$ cat config.mk
export PLATFORM = sky130hd
export DESIGN_NAME = spectral_peak_finder
export DESIGN_NICKNAME = d
export VERILOG_FILES = /design/src/rtl/pitch_pkg.sv /design/src/rtl/cmag_sq.sv /design/src/rtl/spectral_peak_finder.sv
export SDC_FILE = /design/constraint.sdc
export NUM_CORES = 2
export LEC_CHECK = 0
export ABC_AREA = 1
export BUFFER_PORTS_ARGS = -buffer_cell sky130_fd_sc_hd__buf_2
export CORE_ASPECT_RATIO = 1.25
export CORE_MARGIN = 8
export CORE_UTILIZATION = 60
export CTS_CLUSTER_SIZE = 14
export DETAILED_ROUTE_END_ITERATION = 8
export GPL_TIMING_DRIVEN = 0
export PLACE_DENSITY = 0.78
export SLEW_MARGIN = 20
export SYNTH_ARGS = -nofsm -noshare
export SYNTH_HDL_FRONTEND = slang
export SYNTH_SLANG_ARGS = --single-unit
$ cat constraint.sdc
create_clock -name clk -period 8.3 [get_ports clk]
set_input_delay 0.83 -clock clk [delete_from_list [all_inputs] [get_ports clk]]
set_output_delay 0.83 -clock clk [all_outputs]
set_load 0.02 [all_outputs]
$ cat src/rtl/pitch_pkg.sv
// Shared types and width helpers for the pitch-detect spectral path.
// Typedefs carry the default 24-bit / 1024-bin widths; parameterised blocks derive their own from mag_w().
package pitch_pkg;

    localparam int unsigned SAMPLE_W_DEF = 24;
    localparam int unsigned N_BINS_DEF   = 1024;

    // |X|^2 of a signed complex sample: two full-precision squares plus one carry bit.
    function automatic int unsigned mag_w(input int unsigned sample_w);
        return 2 * sample_w + 1;
    endfunction

    localparam int unsigned BIN_W_DEF = $clog2(N_BINS_DEF);
    localparam int unsigned MAG_W_DEF = mag_w(SAMPLE_W_DEF);

    typedef logic [BIN_W_DEF-1:0] bin_t;
    typedef logic [MAG_W_DEF-1:0] mag_t;

    typedef struct packed {
        bin_t bin;
        mag_t mag;
        logic found;
    } peak_result_t;

endpackage

$ cat src/rtl/cmag_sq.sv
// Two-stage complex magnitude-squared pipeline with a valid/tag sideband.
// Each stage loads only when its incoming valid is set, so data holds across input gaps.
module cmag_sq
    import pitch_pkg::*;
#(
    parameter int unsigned SAMPLE_W = 24,
    parameter int unsigned TAG_W    = 10,
    localparam int unsigned MAG_W   = mag_w(SAMPLE_W)
) (
    input  logic                       clk,
    input  logic                       reset,
    input  logic                       in_valid,
    input  logic signed [SAMPLE_W-1:0] re,
    input  logic signed [SAMPLE_W-1:0] im,
    input  logic [TAG_W-1:0]           in_tag,
    output logic                       out_valid,
    output logic [MAG_W-1:0]           mag,
    output logic [TAG_W-1:0]           out_tag
);

    localparam int unsigned SQ_W = 2 * SAMPLE_W;

    logic signed [SQ_W-1:0] re_ext;
    logic signed [SQ_W-1:0] im_ext;
    logic [SQ_W-1:0]        re_sq;
    logic [SQ_W-1:0]        im_sq;
    logic                   s1_valid;
    logic [TAG_W-1:0]       s1_tag;

    // Sign-extend first so the product is computed at full 2W width.
    assign re_ext = {{SAMPLE_W{re[SAMPLE_W-1]}}, re};
    assign im_ext = {{SAMPLE_W{im[SAMPLE_W-1]}}, im};

    always_ff @(posedge clk) begin
        if (reset) begin
            s1_valid  <= 1'b0;
            re_sq     <= '0;
            im_sq     <= '0;
            s1_tag    <= '0;
            out_valid <= 1'b0;
            mag       <= '0;
            out_tag   <= '0;
        end else begin
            s1_valid <= in_valid;
            if (in_valid) begin
                re_sq  <= re_ext * re_ext;
                im_sq  <= im_ext * im_ext;
                s1_tag <= in_tag;
            end
            out_valid <= s1_valid;
            if (s1_valid) begin
                mag     <= MAG_W'(re_sq) + MAG_W'(im_sq);
                out_tag <= s1_tag;
            end
        end
    end

endmodule

$ cat src/rtl/spectral_peak_finder.sv
// Per-frame strongest-bin search over a fixed window with a runtime noise threshold.
// Build option: define PEAK_HOLD_EN to repeat the last above-threshold peak when a frame finds none.
module spectral_peak_finder
    import pitch_pkg::*;
#(
    parameter int unsigned SAMPLE_W = 24,
    parameter int unsigned N_BINS   = 1024,
    parameter int unsigned MIN_BIN  = 1,
    parameter int unsigned MAX_BIN  = 511,
    localparam int unsigned BIN_W   = $clog2(N_BINS),
    localparam int unsigned MAG_W   = mag_w(SAMPLE_W)
) (
    input  logic                  clk,
    input  logic                  reset,
    input  logic                  fft_bins_valid,
    output logic                  fft_bins_ready,
    input  logic [2*SAMPLE_W-1:0] fft_bins_data,
    output logic                  peak_valid,
    input  logic                  peak_ready,
    output logic [BIN_W-1:0]      peak_data,
    output logic [MAG_W-1:0]      peak_mag,
    output logic                  peak_found,
    input  logic [MAG_W-1:0]      thresh,
    output logic                  overrun
);

    typedef struct packed {
        logic [BIN_W-1:0] bin;
        logic [MAG_W-1:0] mag;
        logic             found;
    } result_t;

    localparam logic [BIN_W-1:0] MIN_IDX  = BIN_W'(MIN_BIN);
    localparam logic [BIN_W-1:0] MAX_IDX  = BIN_W'(MAX_BIN);
    localparam logic [BIN_W-1:0] LAST_IDX = BIN_W'(N_BINS - 1);

    logic [BIN_W-1:0] bin_cnt;
    logic [MAG_W-1:0] thresh_lat;
    logic [MAG_W-1:0] thresh_s3;
    logic             s2_valid;
    logic [MAG_W-1:0] s2_mag;
    logic [BIN_W-1:0] s2_idx;
    logic [BIN_W-1:0] max_bin;
    logic [MAG_W-1:0] max_mag;
    logic             frame_done;
    logic [BIN_W-1:0] base_bin_c;
    logic [MAG_W-1:0] base_mag_c;
    logic [BIN_W-1:0] next_bin_c;
    logic [MAG_W-1:0] next_mag_c;
    result_t          res_c;

    assign fft_bins_ready = 1'b1;

    // Bin counter and threshold capture at frame start.
    always_ff @(posedge clk) begin
        if (reset) begin
            bin_cnt    <= '0;
            thresh_lat <= '0;
        end else if (fft_bins_valid) begin
            bin_cnt <= bin_cnt + BIN_W'(1);
            if (bin_cnt == '0) begin
                thresh_lat <= thresh;
            end
        end
    end

    cmag_sq #(
        .SAMPLE_W (SAMPLE_W),
        .TAG_W    (BIN_W)
    ) u_cmag_sq (
        .clk       (clk),
        .reset     (reset),
        .in_valid  (fft_bins_valid),
        .re        (fft_bins_data[2*SAMPLE_W-1:SAMPLE_W]),
        .im        (fft_bins_data[SAMPLE_W-1:0]),
        .in_tag    (bin_cnt),
        .out_valid (s2_valid),
        .mag       (s2_mag),
        .out_tag   (s2_idx)
    );

    // S3 compare: bin 0 restarts the search; strict > keeps the lowest index on ties.
    always_comb begin
        base_bin_c = max_bin;
        base_mag_c = max_mag;
        if (s2_idx == '0) begin
            base_bin_c = MIN_IDX;
            base_mag_c = '0;
        end
        next_bin_c = base_bin_c;
        next_mag_c = base_mag_c;
        if ((s2_idx >= MIN_IDX) && (s2_idx <= MAX_IDX) && (s2_mag > base_mag_c)) begin
            next_bin_c = s2_idx;
            next_mag_c = s2_mag;
        end
    end

    // thresh_s3 follows the frame down the pipe so the next frame's bin 0 cannot clobber it early.
    always_ff @(posedge clk) begin
        if (reset) begin
            max_bin    <= '0;
            max_mag    <= '0;
            thresh_s3  <= '0;
            frame_done <= 1'b0;
        end else begin
            frame_done <= s2_valid && (s2_idx == LAST_IDX);
            if (s2_valid) begin
                max_bin <= next_bin_c;
                max_mag <= next_mag_c;
                if (s2_idx == '0) begin
                    thresh_s3 <= thresh_lat;
                end
            end
        end
    end

`ifdef PEAK_HOLD_EN
    logic [BIN_W-1:0] hold_bin;
    logic [MAG_W-1:0] hold_mag;

    always_ff @(posedge clk) begin
        if (reset) begin
            hold_bin <= '0;
            hold_mag <= '0;
        end else if (frame_done && res_c.found) begin
            hold_bin <= max_bin;
            hold_mag <= max_mag;
        end
    end

    always_comb begin
        res_c.found = (max_mag > thresh_s3);
        res_c.bin   = res_c.found ? max_bin : hold_bin;
        res_c.mag   = res_c.found ? max_mag : hold_mag;
    end
`else
    always_comb begin
        res_c.found = (max_mag > thresh_s3);
        res_c.bin   = max_bin;
        res_c.mag   = max_mag;
    end
`endif

    // Output register: a new result overwrites a stalled one and flags overrun.
    always_ff @(posedge clk) begin
        if (reset) begin
            peak_valid <= 1'b0;
            peak_data  <= '0;
            peak_mag   <= '0;
            peak_found <= 1'b0;
            overrun    <= 1'b0;
        end else if (frame_done) begin
            peak_valid <= 1'b1;
            peak_data  <= res_c.bin;
            peak_mag   <= res_c.mag;
            peak_found <= res_c.found;
            if (peak_valid && !peak_ready) begin
                overrun <= 1'b1;
            end
        end else if (peak_ready) begin
            peak_valid <= 1'b0;
        end
    end

endmodule
==> flow_summary.ini <==
[cells_and_area]
final_core_util = 0.6419
area_delta_synth_final_pct = 6.312
layoutNonFillerInstCount = 9389
fin_area_mm2 = 0.06432
drive_gt1_frac = 0.03422
nets = 9686

[worst_setup_path]
path_buf_inv = 11
worstPathRequired_ns = 8.73
cpMostUsedCell = inv_1
startpoint = fft_bins_data[16]
cp.arrival_ns = 8.56
cp_top_family = adder cells
crit_slowest_cell = buf_1
path_class = primary input to register
cp-end-kind = register
critical_path.startpoint_type = primary input
slowest_delay_ns = 0.73
r2r_start = u_cmag_sq.out_tag[1]
crit_fanout = 10

[route]
dr.pass1.iters = 6
first_iter_violations = 4091
wl_per_cell_um = 20.14
drt-total-wl_um = 189100
ant_nets = 0
vias = 51500
via_per_inst = 5.485
drc = 0

[die]
die_area_mm2 = 0.1113
ios = 164
chipHeight_um = 371.0
num_rows = 130
core_area_mm2 = 0.1002
die_w_um = 300.0
initial_core_util = 0.6038

[cts]
htreeDepth = 2
clock_sinks = 395
ctsHoldBuffers = 0
clk_pin_slew_worst_paths_ns = 0.06
insertion_delay_ns = 0.55
numCtsBuffers = 41
post-cts-setup-buffers = 0
cts_tree = done
root_buffer = clkbuf_16
cts_buffer_depth = 3

[timing]
worstMarginPinSlew_ns = 1.079
drv_slew = 0
fmax_mhz = 123.0
fin_worst_hold_slack_ns = 0.4620
fin_crit_ns = 8.131
max-slew-margin-rel = 0.2806
min_period_over_period = 0.9796
rsz0062_at_grt = yes
fin_skew_ns = 0.01846
hold_viol = 0
setup_viol = 0

[synth]
yosys.cell_types.count = 46
synth_edf_count = 0
synthCells = 7845
ys_seq_elements = 395
yosysTopAreaCellShare = 0.3673
ys_seq_area_frac = 0.1307
synth_warnings = 0
syn-cell-area_mm2 = 0.06050
synth_area_leaders = fa_1 37%, dfxtp_1 13%, inv_1 13%
synth_flop_cell = dfxtp_1
synth_area_per_cell_um2 = 7.712
syn_nets = 9496
synth_area_leader_cell = fa_1
async_reset_ff_frac = 0

[run]
maxCapViolCount = 0

[min_path]
worstHoldStart = max_bin[9]
min_path_type = register to register

[grt]
grtUsageMet3 = 0.05567
grt_pass1_vias = 54750
grt_use_met2 = 0.5947
met1_usage = 0.3909
grt_pass1_wl_um = 296200
grt_max_degree = 17
overflow = 0
antenna_found_initial = 4
grt-busiest-layer = met2
grt_usage = 0.3424

[status]
status = completed

[placed_design]
io_buffers = 152
gp_congestion = 1.068
dp.cells = 9317
hpwl_um = 162200
placement.cell_area_mm2 = 0.06291
timing repair:
item,in CTS,in global routing
gates resized for setup,5,13
setup endpoints to repair,5,16
endpoints found under the hold margin,0,0
cell usage after synthesis (3+ instances only):
| cell type | number |
|---|---|
| a21oi_1 | 405 |
| nand4_1 | 59 |
| xor2_1 | 56 |
| a21o_1 | 19 |
| o21ai_1 | 8 |
| buf_2 | 10 |
| nor2_1 | 771 |
| ha_1 | 440 |
| o21a_1 | 14 |
| nand3_2 | 12 |
| xnor2_1 | 42 |
| buf_6 | 6 |
| nand3_1 | 269 |
| nand3b_1 | 5 |
| a31oi_1 | 9 |
| nand2_1 | 1369 |
| dfxtp_1 | 395 |
| clkbuf_1 | 226 |
| fa_1 | 1110 |
| nor3_1 | 52 |
| o21ai_2 | 3 |
| o21bai_1 | 34 |
| nor4_1 | 8 |
| buf_1 | 18 |
| inv_2 | 7 |
| or2_2 | 7 |
| inv_1 | 2042 |
| o21ai_0 | 399 |
| o211ai_1 | 16 |
| a31o_2 | 3 |
| a21boi_0 | 9 |
sequential cells by signal (all words and copies together), names as in the netlist, 47 cells and up:
register         count
max_mag             49
peak_mag            49
thresh_lat          49
thresh_s3           49
u_cmag_sq.mag       49
u_cmag_sq.im_sq     47
u_cmag_sq.re_sq     47
worst paths after layout:
kind	to	slack, ns	cells past startpoint
worst max-delay path	u_cmag_sq.im_sq[47]	0.17	30
worst min-delay path	max_bin[9]	0.46	2
worst max register to register	max_mag[45]	4.27	22
worst min register to register	max_bin[9]	0.46	2
layer usage:
| metal | part of all wire | routed length (um) |
|---|---|---|
| met1 | 0.36 | 68150 |
| met2 | 0.48 | 91440 |
| met3 | 0.078 | 14690 |
| met4 | 0.078 | 14680 |
| met5 | 0.00089 | 169 |
metrics by stage:
stage / TNS [ns] / worst slack (ns)
2_1_floorplan: 0 / 1.144
3_3_place_gp: -9.851 / -0.8512
3_5_place_dp: -11.86 / -0.9839
4_1_cts: 0 / 0.06950
5_1_grt: -0.09904 / -0.09904
6_report: 0 / 0.1690
final cells by class:
class / count / area, um2
flip-flops and latches: 395 / 7908
clock buffers: 61 / 1182
plain buffers: 256 / 1036
clock inverters: 13 / 211.5
multi-input cells: 5138 / 43860
repair buffers: 152 / 760.7
diodes: 3 / 7.507
well taps: 1320 / 1652
fillers: 8951 / 35880
inverters: 2051 / 7699
kinds of logic (layout without fill, tap and decap cells):
group,count (synthesis),count (layout),share of synthesized area
flip-flops,395,395,0.1307
AO/OA/AOI/OAI,927,927,0.08147
other,1,4,0.00006199
buffers and inverters,2312,2533,0.1445
XOR/XNOR,98,98,0.01419
AND/OR/NAND/NOR,2562,2562,0.1708
adder cells (fa/ha/maj),1550,1550,0.4583
worst reg2reg max path, stage by stage, from the launching register on:
cell	delay [ns]
dfxtp_1	0.38
inv_2	0.06
nand4_1	0.09
nor3_1	0.05
nand2_1	0.15
buf_2	0.29
buf_1	0.57
nand2_1	0.20
ha_1	0.35
nand2_1	0.11
inv_1	0.10
o21ai_1	0.09
nand2_1	0.08
nand2_1	0.06
nand2_1	0.05
a21oi_1	0.29
nand3_2	0.27
nand2_2	0.18
buf_6	0.19
buf_6	0.15
nand2_1	0.06
nand3_1	0.07
a21oi_1	0.06
cell usage in the layout (no fill, tap or decap), types with 9 or more instances in the layout:
cell type | Yosys | layout
nand4_1 | 59 | 59
xor2_1 | 56 | 56
inv_1 | 2042 | 2042
a21o_1 | 19 | 19
nand3_2 | 12 | 12
dfxtp_1 | 395 | 395
clkbuf_1 | 226 | 225
buf_1 | 18 | 18
nand3_1 | 269 | 269
a21boi_0 | 9 | 9
nand2_1 | 1369 | 1369
clkbuf_16 | 0 | 42
a21oi_1 | 405 | 405
ha_1 | 440 | 440
nor2_1 | 771 | 771
o21a_1 | 14 | 14
a31oi_1 | 9 | 9
buf_2 | 10 | 162
nor3_1 | 52 | 51
xnor2_1 | 42 | 42
o21ai_0 | 399 | 399
fa_1 | 1110 | 1108
o21bai_1 | 34 | 34
o211ai_1 | 16 | 16
Power is left out: the tool's default activity adds up to more than one toggle a clock period on the data nets, which glitch-free logic cannot reach.
